===== config.mk =====
export PLATFORM = sky130hd
export DESIGN_NAME = cfg_frame_decoder
export DESIGN_NICKNAME = d
export VERILOG_FILES = /design/src/rtl/cfg_frame_decoder_pkg.sv /design/src/rtl/cfg_frame_decoder_gap.sv /design/src/rtl/cfg_frame_decoder.sv
export SDC_FILE = /design/constraint.sdc
export NUM_CORES = 1
export LEC_CHECK = 0
export ABC_CLOCK_PERIOD_IN_PS = 1600
export CAP_MARGIN = 20
export CORE_MARGIN = 4
export CORE_UTILIZATION = 50
export DETAILED_ROUTE_END_ITERATION = 8
export MAX_ROUTING_LAYER = met4
export PLACE_DENSITY = 0.81
export SETUP_SLACK_MARGIN = 0.05
export SYNTH_ARGS = -nofsm -noshare
export SYNTH_HDL_FRONTEND = slang
export SYNTH_SLANG_ARGS = --single-unit
export TNS_END_PERCENT = 1

===== constraint.sdc =====
create_clock -name clk -period 1.6 [get_ports clk]
set_input_delay 0.32 -clock clk [delete_from_list [all_inputs] [get_ports clk]]
set_output_delay 0.32 -clock clk [all_outputs]
set_load 0.02 [all_outputs]

===== src/rtl/cfg_frame_decoder_pkg.sv =====
// Shared types and constants for the configuration frame decoder.
package cfg_frame_decoder_pkg;

    typedef enum logic [2:0] {
        S_IDLE,
        S_DATA_HI,
        S_DATA_LO,
        S_CHECK,
        S_ISSUE
    } state_t;

    localparam logic [3:0] ERR_NONE = 4'h0;
    localparam logic [3:0] ERR_HDR  = 4'h1;
    localparam logic [3:0] ERR_HI   = 4'h2;
    localparam logic [3:0] ERR_CHK  = 4'h3;
    localparam logic [3:0] ERR_TMO  = 4'h4;
    localparam logic [3:0] ERR_OVR  = 4'h5;

    localparam logic [3:0] SYNC_NIBBLE_DEF = 4'hA;

    function automatic logic is_timed(state_t s);
        return (s == S_DATA_HI) || (s == S_DATA_LO) || (s == S_CHECK);
    endfunction

endpackage


===== src/rtl/cfg_frame_decoder_gap.sv =====
// Inter-byte gap timer: pulses expired on the cycle the idle count
// reaches TIMEOUT_CYCLES-1 while still counting.
module gap_timer #(
    parameter int TIMEOUT_CYCLES = 100000
) (
    input  logic clk,
    input  logic rst_n,
    input  logic clr,
    input  logic en,
    output logic expired
);

    localparam int W = (TIMEOUT_CYCLES > 1) ? $clog2(TIMEOUT_CYCLES) : 1;
    localparam logic [W-1:0] LAST = W'(TIMEOUT_CYCLES - 1);

    logic [W-1:0] cnt;

    assign expired = en & ~clr & (cnt == LAST);

    always_ff @(posedge clk or negedge rst_n) begin
        if (!rst_n) begin
            cnt <= '0;
        end else if (clr || expired) begin
            cnt <= '0;
        end else if (en) begin
            cnt <= cnt + 1'b1;
        end
    end

endmodule


===== src/rtl/cfg_frame_decoder.sv =====
// Turns 4-byte UART frames (header, data-hi, data-lo, checksum) into
// configuration-bus requests and reports framing faults.
module cfg_frame_decoder
    import cfg_frame_decoder_pkg::*;
#(
    parameter logic [3:0] SYNC_NIBBLE    = SYNC_NIBBLE_DEF,
    parameter int         TIMEOUT_CYCLES = 100000
) (
    input  logic        clk,
    input  logic        rst_n,
    input  logic        rx_valid,
    input  logic [7:0]  rx_data,
    output logic        c_valid,
    output logic [3:0]  c_addr,
    output logic [13:0] c_data,
    input  logic        c_ready,
    output logic        done,
    output logic [3:0]  err_code,
    output logic        err_valid
);

    state_t      state;
    logic [3:0]  addr_q;
    logic [13:0] data_q;
    logic [7:0]  chk;
    logic        timed;
    logic        expired;

    assign timed = is_timed(state);

    // A byte always beats a same-cycle expiry, so it also clears the count.
    gap_timer #(
        .TIMEOUT_CYCLES(TIMEOUT_CYCLES)
    ) u_gap (
        .clk    (clk),
        .rst_n  (rst_n),
        .clr    (rx_valid | ~timed),
        .en     (timed & ~rx_valid),
        .expired(expired)
    );

    always_ff @(posedge clk or negedge rst_n) begin
        if (!rst_n) begin
            state     <= S_IDLE;
            addr_q    <= '0;
            data_q    <= '0;
            chk       <= '0;
            c_valid   <= 1'b0;
            c_addr    <= '0;
            c_data    <= '0;
            done      <= 1'b0;
            err_valid <= 1'b0;
            err_code  <= ERR_NONE;
        end else begin
            done      <= 1'b0;
            err_valid <= 1'b0;
            err_code  <= ERR_NONE;
            unique case (state)
                S_IDLE: begin
                    if (rx_valid) begin
                        if (rx_data[7:4] == SYNC_NIBBLE) begin
                            addr_q <= rx_data[3:0];
                            chk    <= rx_data;
                            state  <= S_DATA_HI;
                        end else begin
                            err_valid <= 1'b1;
                            err_code  <= ERR_HDR;
                        end
                    end
                end
                S_DATA_HI: begin
                    if (rx_valid) begin
                        if (rx_data[7:6] == 2'b00) begin
                            data_q[13:8] <= rx_data[5:0];
                            chk          <= chk ^ rx_data;
                            state        <= S_DATA_LO;
                        end else begin
                            err_valid <= 1'b1;
                            err_code  <= ERR_HI;
                            state     <= S_IDLE;
                        end
                    end else if (expired) begin
                        err_valid <= 1'b1;
                        err_code  <= ERR_TMO;
                        state     <= S_IDLE;
                    end
                end
                S_DATA_LO: begin
                    if (rx_valid) begin
                        data_q[7:0] <= rx_data;
                        chk         <= chk ^ rx_data;
                        state       <= S_CHECK;
                    end else if (expired) begin
                        err_valid <= 1'b1;
                        err_code  <= ERR_TMO;
                        state     <= S_IDLE;
                    end
                end
                S_CHECK: begin
                    if (rx_valid) begin
                        if (rx_data == chk) begin
                            c_valid <= 1'b1;
                            c_addr  <= addr_q;
                            c_data  <= data_q;
                            state   <= S_ISSUE;
                        end else begin
                            err_valid <= 1'b1;
                            err_code  <= ERR_CHK;
                            state     <= S_IDLE;
                        end
                    end else if (expired) begin
                        err_valid <= 1'b1;
                        err_code  <= ERR_TMO;
                        state     <= S_IDLE;
                    end
                end
                S_ISSUE: begin
                    if (rx_valid) begin
                        err_valid <= 1'b1;
                        err_code  <= ERR_OVR;
                    end
                    if (c_ready) begin
                        c_valid <= 1'b0;
                        done    <= 1'b1;
                        state   <= S_IDLE;
                    end
                end
                default: state <= S_IDLE;
            endcase
        end
    end

endmodule


### Yosys cells after proc, flatten, opt, wreduce, memory -nomap -nowiden

Cells that the tools add are included.

| operators by class | value |
|---|---|
| bitwise logic cells | 8 |
| equality and inequality tests | 15 |
| $add $sub $neg | 1 |
| muxes and demuxes | 44 |
| reduce and logical (&&, ||, !) cells | 15 |

Operators with widths:

| kind | number |
|---|---|
| $mux W8 | 5 |
| $mux W17 | 2 |
| $mux W3 | 10 |
| $pmux W8 S3 | 1 |
| $pmux W4 S5 | 1 |
| $add A17 B1 Y17 const B | 1 |
| $eq A17 B17 Y1 const B | 1 |
| $mux W1 | 16 |
| $pmux W3 S5 | 1 |
| $mux W4 | 3 |
| $ne A2 B2 Y1 const B | 6 |
| $reduce_and A3 Y1 | 4 |
| $eq A8 B8 Y1 | 1 |
| $xor A8 B8 Y8 | 1 |
| $eq A3 B2 Y1 const B | 2 |
| $mux W2 | 3 |
| $reduce_and A6 Y1 | 1 |
| $pmux W1 S5 | 1 |
| $eq A4 B4 Y1 const B | 1 |
| $ne A2 B1 Y1 const B | 2 |
| $reduce_and A4 Y1 | 1 |
| $reduce_bool A2 Y1 | 2 |
| $and A1 B1 Y1 | 3 |
| $eq A3 B1 Y1 const B | 1 |
| 9 further kinds | 13 |

| storage, ports and cells | value |
|---|---|
| word-level logic and storage cells | 95 |
| bits in registers | 71 |

### Depth between registers and ports, before layout

Gate-level depths: netlist (run 1).

| depth | value |
|---|---|
| word-level depth | 11 |
| mapped depth | 7 |
| mapped depth without buffers | 5 |

### By module

A second synthesis (run 1) with hierarchy kept.

| unflattened totals | value |
|---|---|
| cells, all modules | 276 |
| area total of the unflattened synthesis | 3,316.9 µm² |

Modules (own cells, without submodules):

| module | sequential area each (µm²) | area an instance (µm²) | instances | cells each |
|---|---|---|---|---|
| cfg_frame_decoder | 1,326.3 | 2,404.8 | 1 | 185 |
| gap_timer | 425.4 | 912.1 | 1 | 91 |

### Worst setup path before layout (run 1)

No wires, ideal clock.

| path | value |
|---|---|
| path kind | register to register |
| from | reg state[1] |
| to | reg data_q[10] |
| cell stages (with the launch flop) | 4 |
| period minus slack after synthesis | 1.640 ns |
| slack | -0.040 ns |
| path buffers | 0 |
| library setup time | 0.125 ns |
| required time | 1.475 ns |
| arrival | 1.515 ns |
| path through | dfrtp_1 or3_4 nor2_1 mux2_2 |

| between the ends | value |
|---|---|
| longest elaborated chain between the ends | 2 |

RTL lines:

| element | line | text |
|---|---|---|
| start: declaration | cfg_frame_decoder.sv:22 | `state_t state;` |
| start signal: assignment | cfg_frame_decoder.sv:44 | `state <= S_IDLE;` |
| start signal: assignment | cfg_frame_decoder.sv:64 | `state <= S_DATA_HI;` |
| start signal: assignment | cfg_frame_decoder.sv:76 | `state <= S_DATA_LO;` |
| $eq A3 B1 Y1 | cfg_frame_decoder.sv:58 | `unique case (state)` |
| $reduce_and A3 Y1 (no source line) | - |  |
| end signal: assignment | cfg_frame_decoder.sv:74 | `data_q[13:8] <= rx_data[5:0];` |
| end: declaration | cfg_frame_decoder.sv:24 | `logic [13:0] data_q;` |

Every way passes these cells.
A chain may end at the register's enable or synchronous reset.

### Worst setup path in the final report (run 1)

| path | value |
|---|---|
| from | in rx_data[5] |
| to | reg c_data[12] |

| between the ends | value |
|---|---|
| longest elaborated chain between the ends | 2 |

RTL lines:

| element | line | text |
|---|---|---|
| start: declaration | cfg_frame_decoder.sv:12 | `input logic [7:0] rx_data,` |
| $eq A8 B8 Y1 | cfg_frame_decoder.sv:101 | `if (rx_data == chk) begin` |
| $reduce_and A3 Y1 (no source line) | - |  |
| end signal: assignment | cfg_frame_decoder.sv:104 | `c_data <= data_q;` |
| end: declaration | cfg_frame_decoder.sv:15 | `output logic [13:0] c_data,` |

Every way passes these cells.

==> metrics.cfg, run 1 <==
[run_status]
status = complete, but fails checks
violations = negative setup slack

[clock_tree]
cts_buffers = 9
tritoncts = built
clk_latency_ns = 0.36
path_clk_slew_ns = 0.08
clk_path_buf_depth = 2
htreeDepth = 3
ctsRootBufferMaster = clkbuf_8
cts.sinks = 70

[synth]
yosysMostFrequentCell = dfrtp_1
synth_top_area_share_pct = 55.7
avgSynthCellArea_um2 = 12.3
ys_types = 41
synthTopCellsByCount = dfrtp_1 (70), mux2_2 (36), nor2_1 (24)
yosys.area_share.simple_pct = 14.0
ys.flop_type = dfrtp_1
synth-edff-count = 0
synthMuxAreaShare_pct = 15.1
synth.area.top_cells = dfrtp_1 (56%), mux2_2 (13%), xnor2_1 (3.3%), nor2_1 (2.9%), xor2_1 (2.8%)
synth_xor_area_share_pct = 6.13
ys_async_sr_fraction_pct = 100
synth_cells = 256
synth_compound_area_share_pct = 6.09
seq_area_frac_synth_pct = 55.7
syn_nets = 269
syn_area_um2 = 3150
synth-seq-cells = 70
yosys_warnings = 0
synth_top_family_by_area = multiplexers
synthAdderAreaFrac_pct = 0.398
yosys.area.top_type = dfrtp_1

[flow_run]
cap_viol_max_count = 0

[detailed_routing]
top_layer_used = met4
routed_wl_mm = 7.43
vias_per_cell = 5.51
wirelength_met1_mm = 3.18
vias = 2313
ant_nets = 0
drc = 0
drt_iter0_drc = 59
first_pass_iters = 5
wl_met3_um = 328
wl_per_cell_um = 17.7
wl_met2_mm = 3.73

[power_and_ir_drop]
p_per_area_nw_per_um2 = 1350
power_w = 0.00580
peakVddDrop_uv = 1020
power.leakage_nw = 2.02

[setup_path]
crit_start = rx_data[5]
end_kind = flop
timing_worst_setup_path_type = in2reg
crit_arrival_ns = 2.01
r2r-end = c_data[12]$_DFFE_PN0P_
startpoint_type = primary input
r2r_setup_slack_ns = -0.15
cp.required_ns = 1.84
r2r-start = chk[1]$_DFFE_PN0P_
path_max_fanout = 8
r2r_cells = 6
endpoint = c_data[12]$_DFFE_PN0P_

[timing]
setup_slack_ns = -0.166
fin_skew_ns = 0.00803
hold_violations = 0
min_period_ns = 1.77
max_freq_mhz = 566
setup_viol = 25
grt_setup_unrepaired = true
finalHoldWorstSlack_ns = 0.470
drv_slew = 0
fin_crit_sh_pct = 110

[die]
fp.dieH_um = 87.3
ios = 37
die_area_um2 = 7620
start_util_pct = 52.2
fp.dieW_um = 87.3
rows = 28
core_um2 = 6030

[grt]
antenna_found_initial = 0
gr-usage-all-layers_pct = 22.1
grt_pass1_wl_mm = 12.4
grt_max_degree = 71
overflow = 0
grt_pass1_vias = 2520

[final_layout]
synthToLayoutAreaGrowth_pct = 37.0
antenna_cells = 0
final_net_count = 353
drive_above_1_share_pct = 37.4

[place]
numPortBuffers = 35
gp_congestion = 0.758
dpl.hpwl_mm = 4.67

[hold_path]
hp-class = in2reg

## cell families (layout without fill, tap and decap cells)
logic type,Yosys count,in the layout
and+or+nand+nor,78,78
adders and majority gates,1,1
buffers and inverters,13,102
other,1,1
xor gates and xnor gates,22,22
DFF,70,70
AOI/OAI and AO/OA,28,28
muxes,43,43
## where the power goes
group,switching (W),internal (W)
registers,0.000267,0.00215
logic,0.000914,0.000979
clock network,0.000751,0.000738
## placed cells by master (no fill, tap or decap), drive strengths merged, types with 2 or more instances in the layout
cell	n
buf	47
and4	4
mux2i	7
xor2	10
or3	4
dlygate4sd2	31
nor2	25
nor4bb	2
and2	3
o21ai	4
nand2	10
a21oi	16
xnor2	12
o211ai	3
nand3	7
mux2	36
clkdlybuf4s50	3
inv	7
clkbuf	9
nor3	4
nand2b	2
nand4	11
clkinvlp	2
dfrtp	70
## per-stage QoR
stage / instances / setup TNS [ns] / setup slack [ns] / utilization, % / instance area (um^2)
5_1_grt: 420 / -5.69 / -0.219 / 71.5 / 4310
2_1_floorplan: 256 / -0.547 / -0.0332 / - / 3150
3_3_place_gp: 396 / -24.91 / -0.607 / 64.0 / 3850
4_1_cts: 419 / -2.06 / -0.126 / 71.0 / 4280
3_5_place_dp: 396 / -27.75 / -0.633 / 64.0 / 3850
6_report: 420 / -2.85 / -0.166 / 71.5 / 4310
## layout make-up
type / instances / area [um^2]
well taps: 75 / 93.8
flip-flops and latches: 70 / 1750
multi-input cells: 173 / 1500
repair buffers: 82 / 742
clock inverters: 7 / 80.1
fillers: 409 / 1720
clock buffers: 9 / 124
inverters: 4 / 15.0
## routing by layer
layer	vias up	global-route usage (%)
met1	1156	27.7
met4	0	12.3
met3	15	4.07
met2	65	33.8
li1	1077	-
met5	-	-
## worst max-delay path, stage by stage
cell and delay (ns):
clkdlybuf4s50_1 0.51, xnor2_1 0.15, nand4_1 0.22, nor3_4 0.22
buf_6 0.14, buf_12 0.13, mux2_4 0.30
## sequential cells by signal (all words and copies together), names as in the netlist
name       flops
u_gap.cnt     17
c_data        14
data_q        14
chk            8
addr_q         4
c_addr         4
err_code       3
state          3
c_valid        1
done           1
err_valid      1
## worst min path at each step
stage | from | end | slack [ns] | cells after the start
final | rx_data[7] | data_q[7]$_DFFE_PN0P_ | 0.47 | 2
after global routing | rx_data[7] | data_q[7]$_DFFE_PN0P_ | 0.47 | 2
after CTS | rx_data[7] | data_q[7]$_DFFE_PN0P_ | 0.46 | 2
after detailed placement | rst_n | u_gap.cnt[16]$_DFFE_PN0P_ | 0.37 | 2
after global placement | rst_n | u_gap.cnt[16]$_DFFE_PN0P_ | 0.37 | 2
after floorplan | rst_n | addr_q[0]$_DFFE_PN0P_ | 0.02 | 0
## timing repair
item | in CTS | in global routing
pin swaps | 12 | 11
buffers inserted | 5 | 1
cloned | 1 | 0
hold buffers | 1 | 0
resized for setup | 77 | 6
endpoints found under the hold margin | 18 | 0
setup endpoints to repair | 79 | 66
(Power assumes the default switching activity.)
==> run 2, diff against run 1 <==
--- a/config.mk
+++ b/config.mk
@@ -8,10 +8,11 @@
 export ABC_CLOCK_PERIOD_IN_PS = 1600
 export CAP_MARGIN = 20
 export CORE_MARGIN = 4
-export CORE_UTILIZATION = 50
+export CORE_UTILIZATION = 52
+export CTS_BUF_LIST = sky130_fd_sc_hd__clkbuf_2
 export DETAILED_ROUTE_END_ITERATION = 8
 export MAX_ROUTING_LAYER = met4
-export PLACE_DENSITY = 0.81
+export PLACE_DENSITY = 0.83
 export SETUP_SLACK_MARGIN = 0.05
 export SYNTH_ARGS = -nofsm -noshare
 export SYNTH_HDL_FRONTEND = slang
==> metrics.cfg, run 2 (synthesis gave the netlist of run 1 again) <==
[die]
fp.dieH_um = 85.8  ; was 87.3 um
rows = 28  ; unchanged
fp.dieW_um = 85.8  ; was 87.3 um
ios = 37  ; unchanged
die_area_um2 = 7360  ; was 7620 um^2
start_util_pct = 53.4  ; was 52.2%
core_um2 = 5890  ; was 6030 um^2

[grt]
grt_pass1_vias = 2366  ; was 2,520
grt_max_degree = 71  ; unchanged
gr-usage-all-layers_pct = 20.3  ; was 22.1%
antenna_found_initial = 0  ; unchanged
grt_pass1_wl_mm = 11.2  ; was 12.4 mm
overflow = 0  ; unchanged

[clock_tree]
htreeDepth = 3  ; unchanged
tritoncts = built  ; unchanged
cts.sinks = 70  ; unchanged
clk_latency_ns = 0.49  ; was 0.36 ns
path_clk_slew_ns = 0.20  ; was 0.08 ns
ctsRootBufferMaster = clkbuf_2  ; was clkbuf_8
clk_path_buf_depth = 2  ; unchanged
cts_buffers = 9  ; unchanged

[detailed_routing]
drt_iter0_drc = 106  ; was 59
routed_wl_mm = 6.81  ; was 7.43 mm
drc = 0  ; unchanged
first_pass_iters = 4  ; was 5
vias = 2268  ; was 2,313
vias_per_cell = 5.48  ; was 5.51
ant_nets = 0  ; unchanged
wl_per_cell_um = 16.5  ; was 17.7 um

[final_layout]
layout.cells.most_common = dfrtp_1  ; unchanged
multi_input_area_um2 = 1470  ; was 1500 um^2
synthToLayoutAreaGrowth_pct = 29.8  ; was 37.0%
drive_above_1_share_pct = 42.5  ; was 37.4%
reg_top3 = u_gap.cnt x17, c_data x14, data_q x14  ; unchanged
final-seq-area_um2 = 1750  ; about the same
final_cell_mix = dfrtp_1 (68), buf_4 (32), mux2_2 (21), nor2_1 (18), buf_2 (18)  ; was dfrtp_1 (70), buf_4 (36), dlygate4sd2_1 (31), mux2_4 (21), nor2_1 (16)
stdcell_count = 414  ; was 420
final_net_count = 347  ; was 353
largest_reg_flops = 17  ; unchanged
antenna_cells = 0  ; unchanged
regMostFlops = u_gap.cnt  ; unchanged
fillers = 412  ; was 409

[flow_run]
cap_viol_max_count = 0  ; unchanged

[power_and_ir_drop]
power_w = 0.00537  ; was 0.00580 W
p_per_area_nw_per_um2 = 1310  ; was 1350 nW/um^2
peakVddDrop_uv = 765  ; was 1020 uV
power.leakage_nw = 1.90  ; was 2.02 nW

[hold_path]
hp-class = in2reg  ; unchanged

[timing]
setup_viol = 20  ; was 25
setup_tns_ns = -3.61  ; was -2.85 ns
fin_skew_ns = 0.0221  ; was 0.00803 ns
hold_violations = 0  ; unchanged
min_period_ns = 1.82  ; was 1.77 ns
drv_slew = 0  ; unchanged
max_freq_mhz = 550  ; was 566 MHz
setup_slack_ns = -0.220  ; was -0.166 ns
grt_setup_unrepaired = true  ; unchanged
fin_crit_sh_pct = 114  ; was 110%
finalHoldWorstSlack_ns = 0.283  ; was 0.470 ns

[setup_path]
cp.required_ns = 1.98  ; was 1.84 ns
end_kind = flop  ; unchanged
startpoint_type = flop  ; was primary input
timing_worst_setup_path_type = reg2reg  ; was in2reg
path_max_fanout = 5  ; was 8
crit_arrival_ns = 2.20  ; was 2.01 ns

[place]
placed_cells = 395  ; was 396
gp_congestion = 0.874  ; was 0.758
numPortBuffers = 35  ; unchanged
dpl.hpwl_mm = 4.43  ; was 4.67 mm

[run_status]
status = complete, but fails checks  ; unchanged
violations = negative setup slack  ; unchanged

[run 2: final timing paths]
kind	start	to	slack, ns	depth (start not counted)
max	chk[6]$_DFFE_PN0P_	c_data[6]$_DFFE_PN0P_	-0.22	5
min	rx_data[4]	chk[4]$_DFFE_PN0P_	0.28	3
max reg2reg	chk[6]$_DFFE_PN0P_	c_data[6]$_DFFE_PN0P_	-0.22	5
min reg2reg	u_gap.cnt[0]$_DFFE_PN0P_	u_gap.cnt[0]$_DFFE_PN0P_	0.49	1
max in group asynchronous	rst_n	done$_DFF_PN0_	0.93	3
min in group asynchronous	rst_n	addr_q[1]$_DFFE_PN0P_	0.35	3
[run 2: metrics by stage]
stage / setup slack [ns] / area (um^2) / utilization (%)
floorplan: -0.0332 / 3150 / -
CTS: -0.150 / 4060 / 69.0
global placement: -0.562 / 3860 / 65.6
finish: -0.220 / 4080 / 69.4
global route: -0.305 / 4080 / 69.4
detailed placement: -0.652 / 3860 / 65.6
[run 2: final cells by class]
class                           instances  area share (%)
Sequential cell                        70            43.0
Multi-Input combinational cell        173            36.0
Tap cell                               75            2.30
Inverter                                4           0.368
Clock buffer                            9            1.10
Clock inverter                          7            2.18
Timing Repair Buffer                   76            15.1
[run 2: timing repair]
| item | CTS | global route |
|---|---|---|
| buffers inserted | 0 | 2 |
| hold buffers | 1 | 0 |
| setup endpoints to repair | 74 | 79 |
| pin swaps | 17 | 5 |
| hold endpoints to repair | 70 | 0 |
| gates resized for setup | 88 | 46 |
| cloned | 0 | 0 |
[run 2: routing by layer]
| metal | global-route usage (%) | wire length [um] |
|---|---|---|
| met1 | 25.7 | 2880 |
| met2 | 31.7 | 3460 |
| met3 | 5.48 | 362 |
| met4 | 6.91 | 104 |
| met5 | - | 0 |
[run 2: worst max-delay path, cell delays in order, from the launching register on]
cell and delay, ns:
dfrtp_1 0.44, xnor2_1 0.21, nand4_1 0.23, nor3_4 0.30
buf_4 0.19, mux2_2 0.34
[run 2: power breakdown]
part	total [W]	switching [W]	internal [W]
Combinational	0.00181	0.000844	0.000963
Sequential	0.00242	0.000269	0.00215
Clock	0.00114	0.000634	0.000507
==> run 3, diff against run 2 <==
--- a/config.mk
+++ b/config.mk
@@ -7,13 +7,13 @@
 export LEC_CHECK = 0
 export ABC_CLOCK_PERIOD_IN_PS = 1600
 export CAP_MARGIN = 20
-export CORE_MARGIN = 4
-export CORE_UTILIZATION = 52
+export CORE_MARGIN = 8
+export CORE_UTILIZATION = 50
 export CTS_BUF_LIST = sky130_fd_sc_hd__clkbuf_2
 export DETAILED_ROUTE_END_ITERATION = 8
 export MAX_ROUTING_LAYER = met4
-export PLACE_DENSITY = 0.83
-export SETUP_SLACK_MARGIN = 0.05
+export PLACE_DENSITY = 0.8
+export SETUP_SLACK_MARGIN = 0.2
 export SYNTH_ARGS = -nofsm -noshare
 export SYNTH_HDL_FRONTEND = slang
 export SYNTH_SLANG_ARGS = --single-unit
==> metrics.cfg, run 3 (synthesis gave the netlist of run 1 again) <==
[die]
start_util_pct = 50.7  ; was 53.4%
fp.dieH_um = 95.3  ; was 85.8 um
rows = 29  ; was 28
core_um2 = 6200  ; was 5890 um^2
ios = 37  ; unchanged
fp.dieW_um = 95.3  ; was 85.8 um
die_area_um2 = 9080  ; was 7360 um^2

[clock_tree]
cts.sinks = 70  ; unchanged
ctsRootBufferMaster = clkbuf_2  ; unchanged
path_clk_slew_ns = 0.20  ; about the same
postCtsSetupBuffers = 0  ; unchanged
tritoncts = built  ; unchanged
clk_latency_ns = 0.52  ; was 0.49 ns
htreeDepth = 3  ; unchanged
cts_buffers = 9  ; unchanged
clk_path_buf_depth = 2  ; unchanged

[final_layout]
regMostFlops = u_gap.cnt  ; unchanged
reg_top3 = u_gap.cnt x17, c_data x14, data_q x14  ; unchanged
final_core_util_pct = 67.3  ; was 69.4%
design_area_um2 = 4180  ; was 4080 um^2
drive_above_1_share_pct = 42.7  ; was 42.5%
final_cell_mix = dfrtp_1 (70), buf_4 (34), buf_6 (32), mux2_2 (30), nor2_1 (21)  ; was dfrtp_1 (68), buf_4 (32), mux2_2 (21), nor2_1 (18), buf_2 (18)
layout.cells.most_common = dfrtp_1  ; unchanged
synthToLayoutAreaGrowth_pct = 32.7  ; was 29.8%
final_net_count = 350  ; was 347
largest_reg_flops = 17  ; unchanged
antenna_cells = 0  ; unchanged

[detailed_routing]
vias_per_cell = 5.38  ; was 5.48
routed_wl_mm = 6.76  ; was 6.81 mm
wl_per_cell_um = 16.1  ; was 16.5 um
vias = 2255  ; was 2,268
drt_iter0_drc = 94  ; was 106
ant_nets = 0  ; unchanged
drc = 0  ; unchanged
first_pass_iters = 5  ; was 4

[setup_path]
cp_num_buf_inv = 1  ; unchanged
max_stage_delay_ns = 0.44  ; about the same
path_max_fanout = 12  ; was 5
end_kind = flop  ; unchanged
path_cells = xnor2_1 -> nand4_1 -> nor3_2 -> buf_6 -> mux2_2  ; was xnor2_1 -> nand4_1 -> nor3_4 -> buf_4 -> mux2_2
cp.required_ns = 2.03  ; was 1.98 ns
crit_start = chk[4]$_DFFE_PN0P_  ; was chk[6]$_DFFE_PN0P_
path_delay_family = flip-flops  ; was simple AND/OR/NAND/NOR gates
crit_arrival_ns = 2.09  ; was 2.20 ns
r2r-start = chk[4]$_DFFE_PN0P_  ; was chk[6]$_DFFE_PN0P_
timing_worst_setup_path_type = reg2reg  ; unchanged
startpoint_type = flop  ; unchanged
cp_slowest_cell = dfrtp_1  ; unchanged

[timing]
drv_slew = 0  ; unchanged
finalHoldWorstSlack_ns = 0.310  ; was 0.283 ns
grt_setup_unrepaired = true  ; unchanged
fin_skew_ns = 0.0268  ; was 0.0221 ns
setup_slack_ns = -0.0642  ; was -0.220 ns
setup_viol = 18  ; was 20
max_freq_mhz = 601  ; was 550 MHz
fin_crit_sh_pct = 104  ; was 114%
hold_violations = 0  ; unchanged
min_period_ns = 1.66  ; was 1.82 ns

[place]
gp_congestion = 0.807  ; was 0.874
numPortBuffers = 35  ; unchanged
dpl.hpwl_mm = 4.68  ; was 4.43 mm
pre_cts_slack_ns = -0.528  ; was -0.652 ns
post_dp_cell_area_um2 = 3860  ; about the same

[hold_path]
hp-class = in2async  ; was in2reg

[power_and_ir_drop]
p_per_area_nw_per_um2 = 1300  ; was 1310 nW/um^2
intPower_w = 0.00367  ; was 0.00362 W
power.switching_w = 0.00176  ; was 0.00175 W
sequentialPowerShare_pct = 44.0  ; was 45.1%
p_sw_share_pct = 32.4  ; was 32.6%
power.leakage_nw = 1.89  ; was 1.90 nW
power_frac_comb_pct = 34.4  ; was 33.7%
peakVddDrop_uv = 873  ; was 765 uV
p_clk_share_pct = 21.6  ; was 21.3%

[grt]
antenna_found_initial = 0  ; unchanged
gr-usage-all-layers_pct = 17.2  ; was 20.3%
overflow = 0  ; unchanged
grt_max_degree = 71  ; unchanged
grt_pass1_vias = 2427  ; was 2,366
grt_pass1_wl_mm = 11.6  ; was 11.2 mm

[run_status]
status = complete, but fails checks  ; unchanged
violations = negative setup slack  ; unchanged

[flow_run]
cap_viol_max_count = 0  ; unchanged

[run 3: worst paths after layout]
| check | to | slack, ns | cells after the start |
|---|---|---|---|
| min in group clk | data_q[6]$_DFFE_PN0P_ | 0.32 | 3 |
| worst min register to register | data_q[0]$_DFFE_PN0P_ | 0.53 | 1 |
| worst max-delay path | c_data[8]$_DFFE_PN0P_ | -0.06 | 5 |
| worst min-delay path | u_gap.cnt[16]$_DFFE_PN0P_ | 0.31 | 3 |
| worst max register to register | c_data[8]$_DFFE_PN0P_ | -0.06 | 5 |
| max in group asynchronous | c_valid$_DFFE_PN0P_ | 0.99 | 3 |
[run 3: per-layer routing]
| metal | up-vias | global-route usage [%] | wire [um] |
|---|---|---|---|
| met5 | - | - | 0 |
| met4 | 0 | 6.24 | 98 |
| met3 | 10 | 5.67 | 274 |
| met2 | 45 | 27.4 | 3390 |
| met1 | 1126 | 19.8 | 3000 |
| li1 | 1074 | - | - |
[run 3: final cells by class]
cell class,count,area (um^2)
fillers,432,2030
flip-flops and latches,70,1750
multi-input cells,173,1420
repair buffers,79,749
clock inverters,7,96.3
well taps,77,96.3
clock buffers,9,45.0
inverters,4,15.0
[run 3: power groups by stage]
stage | clock network (W) | logic (W) | registers [W]
after CTS | 0.00121 | 0.00185 | 0.00238
after detailed placement | 0 | 0.00170 | 0.00240
after global routing | 0.00128 | 0.00203 | 0.00244
final | 0.00118 | 0.00187 | 0.00239
after floorplan | 0 | 0.000981 | 0.00240
after global placement | 0 | 0.00164 | 0.00238
[run 3: metrics by stage]
step,instances,power (W),TNS [ns]
after floorplan,256,0.00338,-0.185
after global placement,402,0.00402,-20.86
after detailed placement,402,0.00411,-22.86
after CTS,419,0.00544,-1.19
after global routing,419,0.00576,-2.83
final,419,0.00543,-0.798
[run 3: tightest hold or removal path, delay by kind of cell]
family | cells | cell delay [ns]
buffers and inverters | 3 | 0.95
[run 3: what timing repair did]
action,4_1_cts,5_1_grt
setup endpoints to repair,90,91
hold endpoints to repair,70,0
pin swaps,30,8
hold buffers,1,0
gates resized for setup,175,5
==> RTL change 1 (config.mk and constraints of run 3) <==
`TIMEOUT_CYCLES` is set to 100000 in 2 places; all go to 25000.
--- a/src/rtl/cfg_frame_decoder_gap.sv
+++ b/src/rtl/cfg_frame_decoder_gap.sv
@@ -3,3 +3,3 @@
 module gap_timer #(
-    parameter int TIMEOUT_CYCLES = 100000
+    parameter int TIMEOUT_CYCLES = 25000
 ) (
--- a/src/rtl/cfg_frame_decoder.sv
+++ b/src/rtl/cfg_frame_decoder.sv
@@ -6,3 +6,3 @@
     parameter logic [3:0] SYNC_NIBBLE    = SYNC_NIBBLE_DEF,
-    parameter int         TIMEOUT_CYCLES = 100000
+    parameter int         TIMEOUT_CYCLES = 25000
 ) (
Behaviour: same outputs for any inputs over 10 cycles, from zero or initial values and one cycle with rst_n low; that may be too few to reach the edited logic, so the function may still have changed.
==> RTL change 1 against run 3 <==
  * The run still ends with negative setup slack left
  * Largest power group unchanged
  * Utilization rose by 3.2 points
  * Synthesized area fell by 2.2%
  * Final cell count fell by 0.72%
  * Largest cell class unchanged
  * Non-clock buffer count rose by 2
  * Routed wire length rose by 6.6%
  * Maximum frequency fell by 3.1%
  * Sequential cell count fell by 2
  * Setup slack got worse by 54 ps
  * Total power fell by 6.0%
  * Design area barely moved
==> RTL change 1: results (changes against run 3) <==
hold_slack_ps: 310  # about the same
yosysUniqueCellTypes: 45  # was 41
fin_setup_tns_ps: -2690  # was -798 ps
htree_levels: 3  # unchanged
dpl.hpwl_um: 4900  # was 4680 µm
drt-initial-drc-count: 170  # was 94
syn_inst: 254  # was 256
placed_area_um2: 3820  # was 3860 µm²
place.gp.congestion: 0.896  # was 0.807
fin_worst_skew_ps: 28.5  # was 26.8 ps
grt_pass1_wl_um: 11500  # was 11600 µm
num-nets-final: 349  # was 350
setup_viol: 34  # was 18
worst_slack_ps: -118  # was -64.2 ps
grt_pass1_vias: 2361  # was 2427
synth_common_cells: "dfrtp_1, mux2_2, a21oi_1, nand2_1, nor2_1"  # was dfrtp_1, mux2_2, nor2_1
wl_um: 7200  # was 6760 µm
slowest_delay_ps: 450
max-vdd-ir-drop_mv: 0.900  # was 0.873 mV
synth_seq_area_share_pct: 55.3  # was 55.7%
grt_max_degree: 69  # was 71
dp_cells: 398  # was 402
p_sw_mw: 1.60  # was 1.76 mW
dr.pass1.iters: 4  # was 5
status: "finished with violations"  # unchanged
fill_cells: 400  # was 432
reg.largest.list: "u_gap.cnt (15), c_data (14), data_q (14)"  # was u_gap.cnt (17), c_data (14), data_q (14)
grt_usage_pct: 17.3  # was 17.2%
failed_checks: "negative setup slack"  # unchanged
crit_fanout: 10  # was 12
grt_overflow: 0  # unchanged
synth_area_leaders: "dfrtp_1, mux2_2, xnor2_1"  # unchanged
drive_gt1_share_pct: 43.4  # was 42.7%
cp.arrival_ps: 2140  # was 2090 ps
vias: 2286  # was 2255
syn_nets: 267  # was 269
cpMaxStageDelayCell: "dfrtp_1"  # unchanged
power_leakage_nw: 1.91  # was 1.89 nW
vias_per_cell: 5.50  # was 5.38
RTL change 1: changes by cell type after synthesis, moves of 3 or more:
| cell | run 3 | this run |
|---|---|---|
| and4_1 | 4 | 1 |
| a21oi_1 | 14 | 17 |
| nand4_1 | 11 | 6 |
| xor2_1 | 10 | 6 |
| nor2_1 | 24 | 17 |
| nand2_1 | 10 | 17 |
RTL change 1: layout make-up:
cell class | count | share of cell area (%)
multi-input cells | 173 | 35.2
clock buffers | 10 | 1.20
inverters | 3 | 0.270
flip-flops and latches | 68 | 40.8
well taps | 75 | 2.25
repair buffers | 81 | 18.4
clock inverters | 6 | 1.89
RTL change 1: kinds of logic after synthesis:
logic type      after synthesis  synth area share [%]
buf+inv                      13                  2.44
mux                          42                  15.1
compound gates               34                  7.28
fa+ha+maj                     1                 0.407
xor+xnor                     18                  5.13
flops                        68                  55.3
simple gates                 77                  14.2
other cells                   1                 0.122
RTL change 1: per-layer routing:
layer | part of all wire, % | vias up | global-route usage, %
met5 | 0 | - | -
met2 | 47 | 67 | 24.9
met1 | 45 | 1140 | 22.8
met3 | 5.4 | 17 | 3.17
met4 | 2.2 | 0 | 8.72
li1 | - | 1062 | -
RTL change 1: final timing paths:
path                                  to  depth (start not counted)       from
setup / recovery              c_data[11]                          5     chk[2]
hold / removal             u_gap.cnt[11]                          3      rst_n
setup reg to reg              c_data[11]                          5     chk[2]
hold reg to reg                c_addr[0]                          1  addr_q[0]
max in group asynchronous         chk[6]                          3      rst_n
min in group clk                state[2]                          2    c_ready
RTL change 1: what timing repair did:
item | in CTS | in global routing
gates resized for setup | 163 | 23
buffers inserted | 0 | 1
hold endpoints to repair | 68 | 0
endpoints found under the setup margin | 91 | 92
hold buffers | 1 | 0
pin swaps | 11 | 10
RTL change 1: power groups by stage:
stage | registers (mW) | clock network (mW) | logic [mW]
floorplan | 2.35 | 0 | 0.851
global placement | 2.35 | 0 | 1.36
detailed placement | 2.38 | 0 | 1.41
CTS | 2.35 | 1.13 | 1.48
global route | 2.42 | 1.20 | 1.75
finish | 2.38 | 1.12 | 1.61
RTL change 1: through the flow:
| stage | util, % | setup slack [ps] |
|---|---|---|
| 2_1_floorplan | - | 17.1 |
| 3_3_place_gp | 64.5 | -562 |
| 6_report | 70.5 | -118 |
| 3_5_place_dp | 64.5 | -613 |
| 5_1_grt | 70.5 | -203 |
| 4_1_cts | 68.7 | -94.3 |
RTL change 1: critical path: cells and delay by family (launching register included):
family	cells	cell delay (ps)
muxes	1	350
buffers and inverters	1	200
xor gates and xnor gates	1	190
and+or+nand+nor	2	430
DFF	1	450
==> RTL change 2 (config.mk and constraints of run 3) <==
Made on the original files. Re-encode `state_t` (5 states) as one-hot, 5 bits wide.
--- a/src/rtl/cfg_frame_decoder_pkg.sv
+++ b/src/rtl/cfg_frame_decoder_pkg.sv
@@ -3,8 +3,8 @@
 
-    typedef enum logic [2:0] {
-        S_IDLE,
-        S_DATA_HI,
-        S_DATA_LO,
-        S_CHECK,
-        S_ISSUE
+    typedef enum logic [4:0] {
+        S_IDLE    = 5'b00001,
+        S_DATA_HI = 5'b00010,
+        S_DATA_LO = 5'b00100,
+        S_CHECK   = 5'b01000,
+        S_ISSUE   = 5'b10000
     } state_t;
Formal check against the unedited RTL: same outputs for any inputs over 10 cycles, from zero or initial values and one cycle with rst_n low; not proved beyond that.
==> RTL change 2 against run 3 <==
  * The run still ends with negative setup slack left
  * Critical path depth unchanged
  * Sequential cell count up 2
  * Design area up 11%
  * Routed wire length up 17%
  * Setup slack worse by 200 ps
  * Synthesized area up 9.9%
  * Sequential share of layout area down 3.1 points
  * Critical path type unchanged
  * Critical endpoint unchanged
  * Largest cell class unchanged
  * Highest routed layer unchanged
Power is not compared: it rests on default switching activity, and its combinational part moved more than twofold at a synthesized area within 25%.
==> RTL change 2: results (changes against run 3) <==
setup_viol: 55  # was 18
holdBufCountCts: 1  # unchanged
drt-initial-drc-count: 169  # was 94
yosys-mux-area-fraction_pct: 12.2  # was 15.1%
wl_met3_um: 189  # was 274 µm
place.gp.congestion: 0.844  # was 0.807
failed_checks: "negative setup slack"  # unchanged
dp_cells: 461  # was 402
grt_usage_pct: 18.1  # was 17.2%
met1_usage_pct: 21.7  # was 19.8%
grtUsageMet3_pct: 3.07  # was 5.67%
grtUsageMet2_pct: 29.5  # was 27.4%
wl_met2_um: 4000  # was 3390 µm
status: "finished with violations"  # unchanged
synth_compound_area_share_pct: 9.48  # was 6.09%
grt_pass1_wl_um: 13900  # was 11600 µm
synth_xor_area_share_pct: 5.32  # was 6.13%
yosysUniqueCellTypes: 58  # was 41
clk_pin_slew_worst_paths_ps: 230  # was 200 ps
vias: 2635  # was 2255
synth_seq_area_share_pct: 52.2  # was 55.7%
pre_cts_ws_ps: -728  # was -528 ps
grt_max_degree: 73  # was 71
synth_area_leaders: "dfrtp_1, mux2_2, xnor2_1"  # unchanged
dpl.hpwl_um: 5710  # was 4680 µm
met1_length_um: 3560  # was 3000 µm
worst_slack_ps: -264  # was -64.2 ps
postSynthAreaPerCell_um2: 11.7  # was 12.3 µm²
placed_area_um2: 4380  # was 3860 µm²
num-nets-final: 406  # was 350
cp.arrival_ps: 2290  # was 2090 ps
synth_common_cells: "dfrtp_1, mux2_2, nor2_1"  # unchanged
crit_fanout: 18  # was 12
synthAdderAreaFrac_pct: 0.362  # was 0.398%
fill_cells: 499  # was 432
fin_worst_skew_ps: 24.4  # was 26.8 ps
cts_resized: 165  # was 175
wl_um: 7910  # was 6760 µm
drive_gt1_share_pct: 42.5  # was 42.7%
-- RTL change 2: final cells by class --
cell class,count,area (µm²),share of cell area (%)
Timing Repair Buffer,101,958,20.6
Sequential cell,72,1810,38.8
Clock inverter,7,62.6,1.35
Clock buffer,9,45.0,0.969
Multi-Input combinational cell,200,1650,35.4
Tap cell,80,100,2.15
Inverter,9,33.8,0.726
-- RTL change 2: worst max-delay path: stages (launching register included) --
cell and delay, ps:
dfrtp_1 480, xnor2_1 190, nand4_1 190, nor4_4 340
buf_12 210, mux2_2 340
-- RTL change 2: worst min-delay path by stage --
| stage | cells after the start | to | from | slack (ps) |
|---|---|---|---|---|
| after CTS | 3 | data_q[0] | rst_n | 290 |
| after floorplan | 0 | addr_q[0] | rst_n | 20 |
| after global placement | 2 | u_gap.cnt[3] | rst_n | 370 |
| after detailed placement | 2 | u_gap.cnt[3] | rst_n | 380 |
| final | 3 | u_gap.cnt[3] | rst_n | 300 |
| after global routing | 3 | chk[3] | rst_n | 310 |
